===== src/rtl/pipe_barrel_shifter.sv =====
// pipe_barrel_shifter
//   Pipelined barrel shifter with one stage per shift-amount bit. Stage k
//   shifts by 2^k when its carried shamt bit k is set. The whole pipeline
//   advances together and stalls globally on downstream backpressure.
//
//   Build option: define PIPE_BARREL_SHIFTER_OVF_EN to implement left-shift
//   overflow detection. Without it, ovf is tied to 0 and no overflow logic
//   is built.
//
// Ports
//   clk        single clock, rising edge
//   rst_n      asynchronous active-low reset
//   in_valid   operand valid
//   in_ready   operand accepted this cycle when in_valid is also high
//   din        operand, DW bits
//   shamt      shift amount, SW bits (0..DW-1)
//   mode       00 lsl, 01 lsr, 10 asr, 11 rotate left
//   out_valid  result valid
//   out_ready  downstream accepts result
//   dout       shifted result
//   ovf        left-shift overflow, qualified by out_valid
module pipe_barrel_shifter #(
  parameter int DW = 32,
  parameter int SW = 5
) (
  input  logic          clk,
  input  logic          rst_n,
  input  logic          in_valid,
  output logic          in_ready,
  input  logic [DW-1:0] din,
  input  logic [SW-1:0] shamt,
  input  logic [1:0]    mode,
  output logic          out_valid,
  input  logic          out_ready,
  output logic [DW-1:0] dout,
  output logic          ovf
);

  if (SW != $clog2(DW)) begin : g_bad_sw
    $error("pipe_barrel_shifter: SW must equal log2(DW)");
  end
  if (DW < 8 || DW > 64 || (DW & (DW - 1)) != 0) begin : g_bad_dw
    $error("pipe_barrel_shifter: DW must be a power of two from 8 to 64");
  end

  // Index 0 is the pipeline input; index k+1 is the register of stage k.
  logic [SW:0]                v_s;
  logic [SW:0][DW-1:0]        d_s;
  logic [SW-1:0][SW-1:0]      sh_s;
  logic [SW-1:0][1:0]         m_s;
  logic                       advance;

  assign in_ready = !out_valid || out_ready;
  assign advance  = in_ready;

  assign v_s[0]  = in_valid;
  assign d_s[0]  = din;
  assign sh_s[0] = shamt;
  assign m_s[0]  = mode;

  // Later stages only look at their own shamt bit; the rest ride along.
  logic sh_unused;
  assign sh_unused = ^sh_s;

`ifdef PIPE_BARREL_SHIFTER_OVF_EN
  logic [SW:0] o_s;
  assign o_s[0] = 1'b0;
`endif

  for (genvar k = 0; k < SW; k++) begin : g_stage
    localparam int S = 1 << k;

    logic [DW-1:0] nxt;
    logic          v_q;
    logic [DW-1:0] d_q;

    always_comb begin
      nxt = d_s[k];
      if (sh_s[k][k]) begin
        case (m_s[k])
          2'b00:   nxt = {d_s[k][DW-1-S:0], {S{1'b0}}};
          2'b01:   nxt = {{S{1'b0}}, d_s[k][DW-1:S]};
          // The MSB stays the original sign through every earlier asr stage.
          2'b10:   nxt = {{S{d_s[k][DW-1]}}, d_s[k][DW-1:S]};
          default: nxt = {d_s[k][DW-1-S:0], d_s[k][DW-1:DW-S]};
        endcase
      end
    end

    always_ff @(posedge clk or negedge rst_n) begin
      if (!rst_n) begin
        v_q <= 1'b0;
        d_q <= '0;
      end else if (advance) begin
        v_q <= v_s[k];
        d_q <= nxt;
      end
    end

    assign v_s[k+1] = v_q;
    assign d_s[k+1] = d_q;

    if (k < SW - 1) begin : g_ctl
      logic [SW-1:0] sh_q;
      logic [1:0]    m_q;

      always_ff @(posedge clk or negedge rst_n) begin
        if (!rst_n) begin
          sh_q <= '0;
          m_q  <= 2'b00;
        end else if (advance) begin
          sh_q <= sh_s[k];
          m_q  <= m_s[k];
        end
      end

      assign sh_s[k+1] = sh_q;
      assign m_s[k+1]  = m_q;
    end

`ifdef PIPE_BARREL_SHIFTER_OVF_EN
    logic nxt_o;
    logic o_q;

    // Sticky: any 1 pushed past the MSB in any left-shift stage.
    always_comb begin
      nxt_o = o_s[k];
      if (sh_s[k][k] && (m_s[k] == 2'b00) && (|d_s[k][DW-1:DW-S]))
        nxt_o = 1'b1;
    end

    always_ff @(posedge clk or negedge rst_n) begin
      if (!rst_n)
        o_q <= 1'b0;
      else if (advance)
        o_q <= nxt_o;
    end

    assign o_s[k+1] = o_q;
`endif
  end

  assign out_valid = v_s[SW];
  assign dout      = d_s[SW];

`ifdef PIPE_BARREL_SHIFTER_OVF_EN
  assign ovf = o_s[SW] & out_valid;
`else
  assign ovf = 1'b0;
`endif

endmodule


===== config.mk =====
export PLATFORM = sky130hd
export DESIGN_NAME = pipe_barrel_shifter
export DESIGN_NICKNAME = d
export VERILOG_FILES = /design/src/rtl/pipe_barrel_shifter.sv
export SDC_FILE = /design/constraint.sdc
export NUM_CORES = 1
export LEC_CHECK = 0
export CORE_MARGIN = 4
export CORE_UTILIZATION = 60
export CTS_CLUSTER_SIZE = 10
export DETAILED_ROUTE_END_ITERATION = 7
export PLACE_DENSITY = 0.82
export RECOVER_POWER = 50
export SETUP_SLACK_MARGIN = 0.02
export SLEW_MARGIN = 20
export SYNTH_ARGS = -nofsm -noshare
export SYNTH_HDL_FRONTEND = slang
export SYNTH_SLANG_ARGS = --single-unit

===== constraint.sdc =====
create_clock -name clk -period 3.2 [get_ports clk]
set_input_delay 0.64 -clock clk [delete_from_list [all_inputs] [get_ports clk]]
set_output_delay 0.64 -clock clk [all_outputs]
set_load 0.02 [all_outputs]

==> run_results.csv, run 1 <==
group,metric,value,unit
status,status,"finished with violations",
status,violations,"max-capacitance violations, max-slew violations",
global_route,track_usage,0.267,
cts,numCtsBuffers,17,
floorplan,start_util,0.613,
route,num_vias,8044,
final_layout,utilization,0.706,
worst_setup_path,critPathLaunch,"out_ready",
sta,maxSlewViolCount,72,
cts,clk_latency,440,ps
worst_setup_path,slowest_delay,540,ps
power,p_per_area,1070,nW/um2
worst_setup_path,rr_startpoint,"g_stage[2].g_ctl.m_q[1]$_DFFE_PN0P_",
worst_setup_path,crit_fanout,2,
power,total_power,0.0120,W
final_layout,seqCellArea,4580,um2
place,gp_congestion,0.826,
place,place_hpwl,15400,um
final_layout,insertedDiodeCount,0,
global_route,grt_pass1_wl,39700,um
floorplan,coreArea,15900,um2
final_layout,syn2layout_area_growth,15.2,%
cts,cts.repair.resized,0,
cts,hold_buffers,0,
cts,clock_sinks,183,
yosys,syn_area,9770,um2
sta,fmax,0.364,GHz
worst_setup_path,criticalPathCategory,"primary input to output pin",
yosys,syn_nets,1069,
cts,post_cts_buffers,0,
floorplan,die_area,18400,um2
cts,h-tree-depth,4,
sta,fin_skew,7.73,ps
yosys,async_flop_share,1.00,
worst_setup_path,cp.required,2560,ps
cts,cts_root_buf,"clkbuf_16",
final_layout,final_nets,1093,
floorplan,ios,78,
final_layout,fillCellCount,1229,
hold_path,min_from,"g_stage[3].v_q$_DFFE_PN0P_",
route,wl,23900,um
worst_setup_path,crit_family,"buffers and inverters",
sta,period_needed,2750,ps
floorplan,row_count,46,
global_route,antenna_found_initial,0,
route,wire_per_inst,18.7,um
place,io_buffers,76,
worst_setup_path,path_cells,"dlygate4sd3_1, nor2b_1, inv_4, clkdlybuf4s50_1",
cts,clock_tree.buffer_depth,2,
sta,setup_violations,0,
final_layout,drive_gt1_frac,0.0856,
power,p_leak,5.06,nW
worst_setup_path,crit_arrival,2110,ps
yosys,synth_seq_cells,183,
sta,totalNegativeSetupSlack,0,ps
route,vias_per_cell,6.29,
worst_setup_path,slowest_stage,"dlygate4sd3_1",
yosys,ys.flop_type,"dfrtp_1",
cts,cts_tree,"built",
final_layout,mostFrequentLayoutCells,"nand2_1, dfrtp_1, nand3_1, o21ai_0, mux2i_1",
cts,clk_pin_slew_worst_paths,60,ps
yosys,yosysWarnings,0,
yosys,ys_types,40,
power,ir_worst_vdd,0.000533,V
route,drc,0,
floorplan,die_width,136,um
route,dr.pass1.iters,5,
global_route,grt_max_degree,187,
worst_setup_path,setup.worst_path.start_class,"primary input",
sta,rsz0062_at_grt,"false",
final_layout,layout_commonest_cell,"nand2_1",
hold_path,hp-class,"register to register",
sta,slew_headroom,-0.266,
job,drv_cap,1,
global_route,grt_pass1_vias,7726,
floorplan,dieHeight,136,um
route,drtIter0Drc,798,
yosys,synth_edf_count,0,
yosys,synthCells,1026,
final_layout,multi_input_area,4630,um2
worst_setup_path,critical_path_buf_inv_count,3,
sta,finalHoldViolCount,0,
worst_setup_path,r2r_slack,1210,ps
worst_setup_path,cp-end-kind,"output pin",
global_route,gr-total-overflow,0,
yosys,syn_area_per_cell,9.52,um2
sta,min_period_over_period,0.859,
yosys,seq_area_frac_synth,0.469,
sta,tightest_slew,1900,ps
route,antenna_left,0,
[cell usage after synthesis, types with 2 or more instances]
cell type	count	area [um2]
buf_8	2	30.0
mux2i_1	98	981
o211ai_2	20	250
o22ai_1	8	50.1
o211ai_1	78	586
o21ai_1	2	10.0
buf_2	29	145
inv_1	32	120
dfrtp_1	183	4580
buf_4	5	37.5
a221oi_1	13	114
nor2b_1	4	25.0
o211a_1	28	280
nor2_1	2	7.51
xor2_1	2	17.5
buf_6	4	45.0
mux2_2	13	146
o21ai_0	100	500
nand2_1	214	803
clkbuf_1	46	173
a211oi_1	4	30.0
buf_1	3	11.3
nand3_1	102	510
xnor2_4	2	55.1
nand3b_1	2	15.0
a2bb2oi_1	16	140
[per-stage QoR]
step	setup WS, ps	hold WS (ps)	instances	cell area, um2
finish	451	461	1279	11200
global route	386	484	1279	11200
CTS	693	241	1279	11300
detailed placement	632	450	1247	10600
global placement	681	441	1247	10600
floorplan	1300	344	1026	9770
[where the power goes]
| part | internal (W) | switching [W] | leakage, nW |
|---|---|---|---|
| clock network | 0.00156 | 0.000908 | 0.325 |
| logic | 0.00228 | 0.00284 | 2.46 |
| registers | 0.00332 | 0.00113 | 2.27 |
| total | 0.00716 | 0.00488 | 5.06 |
[final cells by class]
cell class                      count  share of cell area
Tap cell                          216              0.0240
Clock inverter                     13              0.0222
Inverter                           33              0.0112
Timing Repair Buffer               95              0.0841
Clock buffer                       19              0.0394
Sequential cell                   183               0.407
Multi-Input combinational cell    720               0.412
[registers in the layout, summed over array words and instances, names as in the netlist]
| signal | cells |
|---|---|
| g_stage.v_q | 4 |
| g_stage.g_ctl.sh_q | 10 |
| dout | 32 |
| g_stage.g_ctl.m_q | 8 |
| g_stage.d_q | 128 |
| out_valid | 1 |
[cell families after synthesis]
group | Yosys count | synth area share
multiplexers | 111 | 0.115
AND/OR/NAND/NOR | 330 | 0.144
AO/OA/AOI/OAI | 272 | 0.203
flip-flops | 183 | 0.469
buffers and inverters | 123 | 0.0587
other | 1 | 0.000384
XOR/XNOR | 6 | 0.00999
[final timing paths]
kind / end / depth (start not counted)
worst max-delay path: in_ready / 4
worst min-delay path: out_valid$_DFFE_PN0P_ / 1
worst max register to register: g_stage[3].d_q[2]$_DFFE_PN0P_ / 3
worst min register to register: out_valid$_DFFE_PN0P_ / 1
max in group asynchronous: dout[16]$_DFFE_PN0P_ / 2
min in group asynchronous: dout[12]$_DFFE_PN0P_ / 1
[layer usage]
metal	part of all wire	vias to the layer above	GRT usage
li1	-	3740	-
met1	0.42	3931	0.359
met2	0.49	319	0.440
met3	0.057	54	0.0394
met4	0.033	0	0.107
met5	0	-	0
Power figures use the tool's default switching activity.
==> run 2: changes to the inputs <==
CORE_UTILIZATION = 25   (was 60)
PLACE_DENSITY = unset   (was 0.82)
==> run 2 against run 1 <==
  * Die area rose by 130%
  * The flow still finishes with violations (max-capacitance violations, max-slew violations)
  * Worst hold slack got worse by 340 ps
  * Sequential power rose by 2%
  * Non-clock buffer count fell by 3
  * Combinational power fell by 1%
  * Via count fell by 3.5%
  * Final cell count rose by 23%
  * Largest power group unchanged
  * Fmax rose by 2.9%
==> run_results.csv, run 2 (synthesis results as in run 1) <==
group,metric,value,unit
sta,maxSlewViolCount,63,
power,switching_share,0.415,
status,violations,"max-capacitance violations, max-slew violations",
route,wl,26100,um
worst_setup_path,setup.worst_path.start_class,"primary input",
final_layout,mostFrequentLayoutCells,"nand2_1, dfrtp_1, nand3_1, o21ai_0, mux2i_1",
cts,cts_root_buf,"clkbuf_16",
sta,slew_headroom,-0.0243,
sta,rsz0062_at_grt,"false",
job,drv_cap,1,
floorplan,dieHeight,206,um
cts,cts_tree,"built",
hold_path,hp-class,"primary input to async pin",
cts,clk_pin_slew_worst_paths,70,ps
final_layout,insertedDiodeCount,0,
worst_setup_path,cp-end-kind,"output pin",
worst_setup_path,cp.required,2560,ps
global_route,gr-total-overflow,0,
route,wire_per_inst,16.5,um
sta,min_period_over_period,0.835,
cts,clk_latency,430,ps
route,drc,0,
power,comb_power_share,0.430,
cts,post_cts_buffers,0,
floorplan,row_count,72,
sta,totalNegativeSetupSlack,0,ps
cts,hold_buffers,0,
route,vias_per_cell,4.92,
worst_setup_path,criticalPathCategory,"primary input to output pin",
final_layout,utilization,0.298,
status,status,"finished with violations",
power,seqPwrFrac,0.384,
place,place_inst,1546,
sta,tightest_slew,1540,ps
place,place_hpwl,17000,um
sta,holdWs,120,ps
sta,setup_violations,0,
final_layout,regMostFlops,"g_stage.d_q",
sta,fmax,0.374,GHz
worst_setup_path,crit_arrival,2030,ps
final_layout,largest_register_ff_count,128,
place,gp_congestion,0.781,
global_route,track_usage,0.123,
route,antenna_left,0,
floorplan,start_util,0.253,
global_route,grt_max_degree,187,
final_layout,final_nets,1090,
sta,finalHoldViolCount,0,
global_route,grt_pass1_vias,7374,
sta,period_needed,2670,ps
worst_setup_path,crit_fanout,2,
final_layout,drive_gt1_frac,0.0803,
place,io_buffers,76,
floorplan,die_area,42300,um2
cts,numCtsBuffers,17,
cts,clock_sinks,183,
cts,clock_tree.buffer_depth,2,
power,p_clk_frac,0.186,
power,p_leak,5.00,nW
floorplan,coreArea,38600,um2
floorplan,ios,78,
final_layout,final_cells,1577,
route,num_vias,7763,
sta,fin_skew,7.07,ps
cts,cts.repair.resized,0,
final_layout,layout_commonest_cell,"nand2_1",
route,dr.pass1.iters,5,
global_route,antenna_found_initial,0,
power,ir_worst_vdd,0.000438,V
floorplan,die_width,206,um
power,p_int,0.00688,W
global_route,grt_pass1_wl,42400,um
cts,h-tree-depth,4,
power,p_per_area,1020,nW/um2
route,drtIter0Drc,664,
power,p_switching,0.00489,W
final_layout,syn2layout_area_growth,17.7,%
-- run 2: changes by cell type in the layout (fill, tap and decap cells not counted), moves of 2 or more --
cell	delta
clkbuf_8	+3
buf_4	-3
clkinvlp_4	-2
bufinv_16	-4
clkbuf_1	+3
buf_12	-2
-- run 2: path summary, 6_finish.rpt --
check	from	endpoint	slack [ps]	depth (start not counted)
setup / recovery	out_ready	in_ready	530	4
hold / removal	rst_n	g_stage[3].d_q[18]$_DFFE_PN0P_	120	1
setup reg to reg	out_valid$_DFFE_PN0P_	g_stage[1].d_q[8]$_DFFE_PN0P_	1010	6
max in group asynchronous	rst_n	g_stage[0].d_q[8]$_DFFE_PN0P_	1250	2
hold reg to reg	g_stage[3].v_q$_DFFE_PN0P_	g_stage[3].v_q$_DFFE_PN0P_	460	2
min in group clk	g_stage[3].v_q$_DFFE_PN0P_	g_stage[3].v_q$_DFFE_PN0P_	460	2
-- run 2: area by class of cell --
type / instances / area, um2
Multi-Input combinational cell: 720 / 4640
Fill cell: 4060 / 27100
Tap cell: 518 / 648
Inverter: 33 / 126
Clock inverter: 8 / 120
Sequential cell: 183 / 4580
Clock buffer: 23 / 488
Timing Repair Buffer: 92 / 897
-- run 2: critical path, stage by stage --
cell and delay (ps):
clkdlybuf4s50_1 400, nor2b_1 350, inv_4 80, clkdlybuf4s50_1 560
-- run 2: routing by layer --
layer / global-route usage / routed length (um) / vias up
met5: 0 / 0 / -
met4: 0.0270 / 320 / 0
met3: 0.0225 / 1230 / 27
met2: 0.174 / 11300 / 214
met1: 0.192 / 13200 / 3802
li1: - / - / 3720
-- run 2: power by group through the flow --
| stage | registers [W] | logic [W] | clock network, W |
|---|---|---|---|
| floorplan | 0.00418 | 0.00385 | 0 |
| global placement | 0.00451 | 0.00496 | 0 |
| detailed placement | 0.00454 | 0.00505 | 0 |
| CTS | 0.00450 | 0.00508 | 0.00223 |
| global route | 0.00465 | 0.00560 | 0.00232 |
| finish | 0.00452 | 0.00505 | 0.00219 |
-- run 2: metrics by stage --
step	worst slack (ps)	total power, W	instance area [um2]
4_1_cts	635	0.0118	11500
3_3_place_gp	602	0.00946	10900
6_report	529	0.0118	11500
3_5_place_dp	600	0.00959	10900
5_1_grt	416	0.0126	11500
2_1_floorplan	1300	0.00802	9770
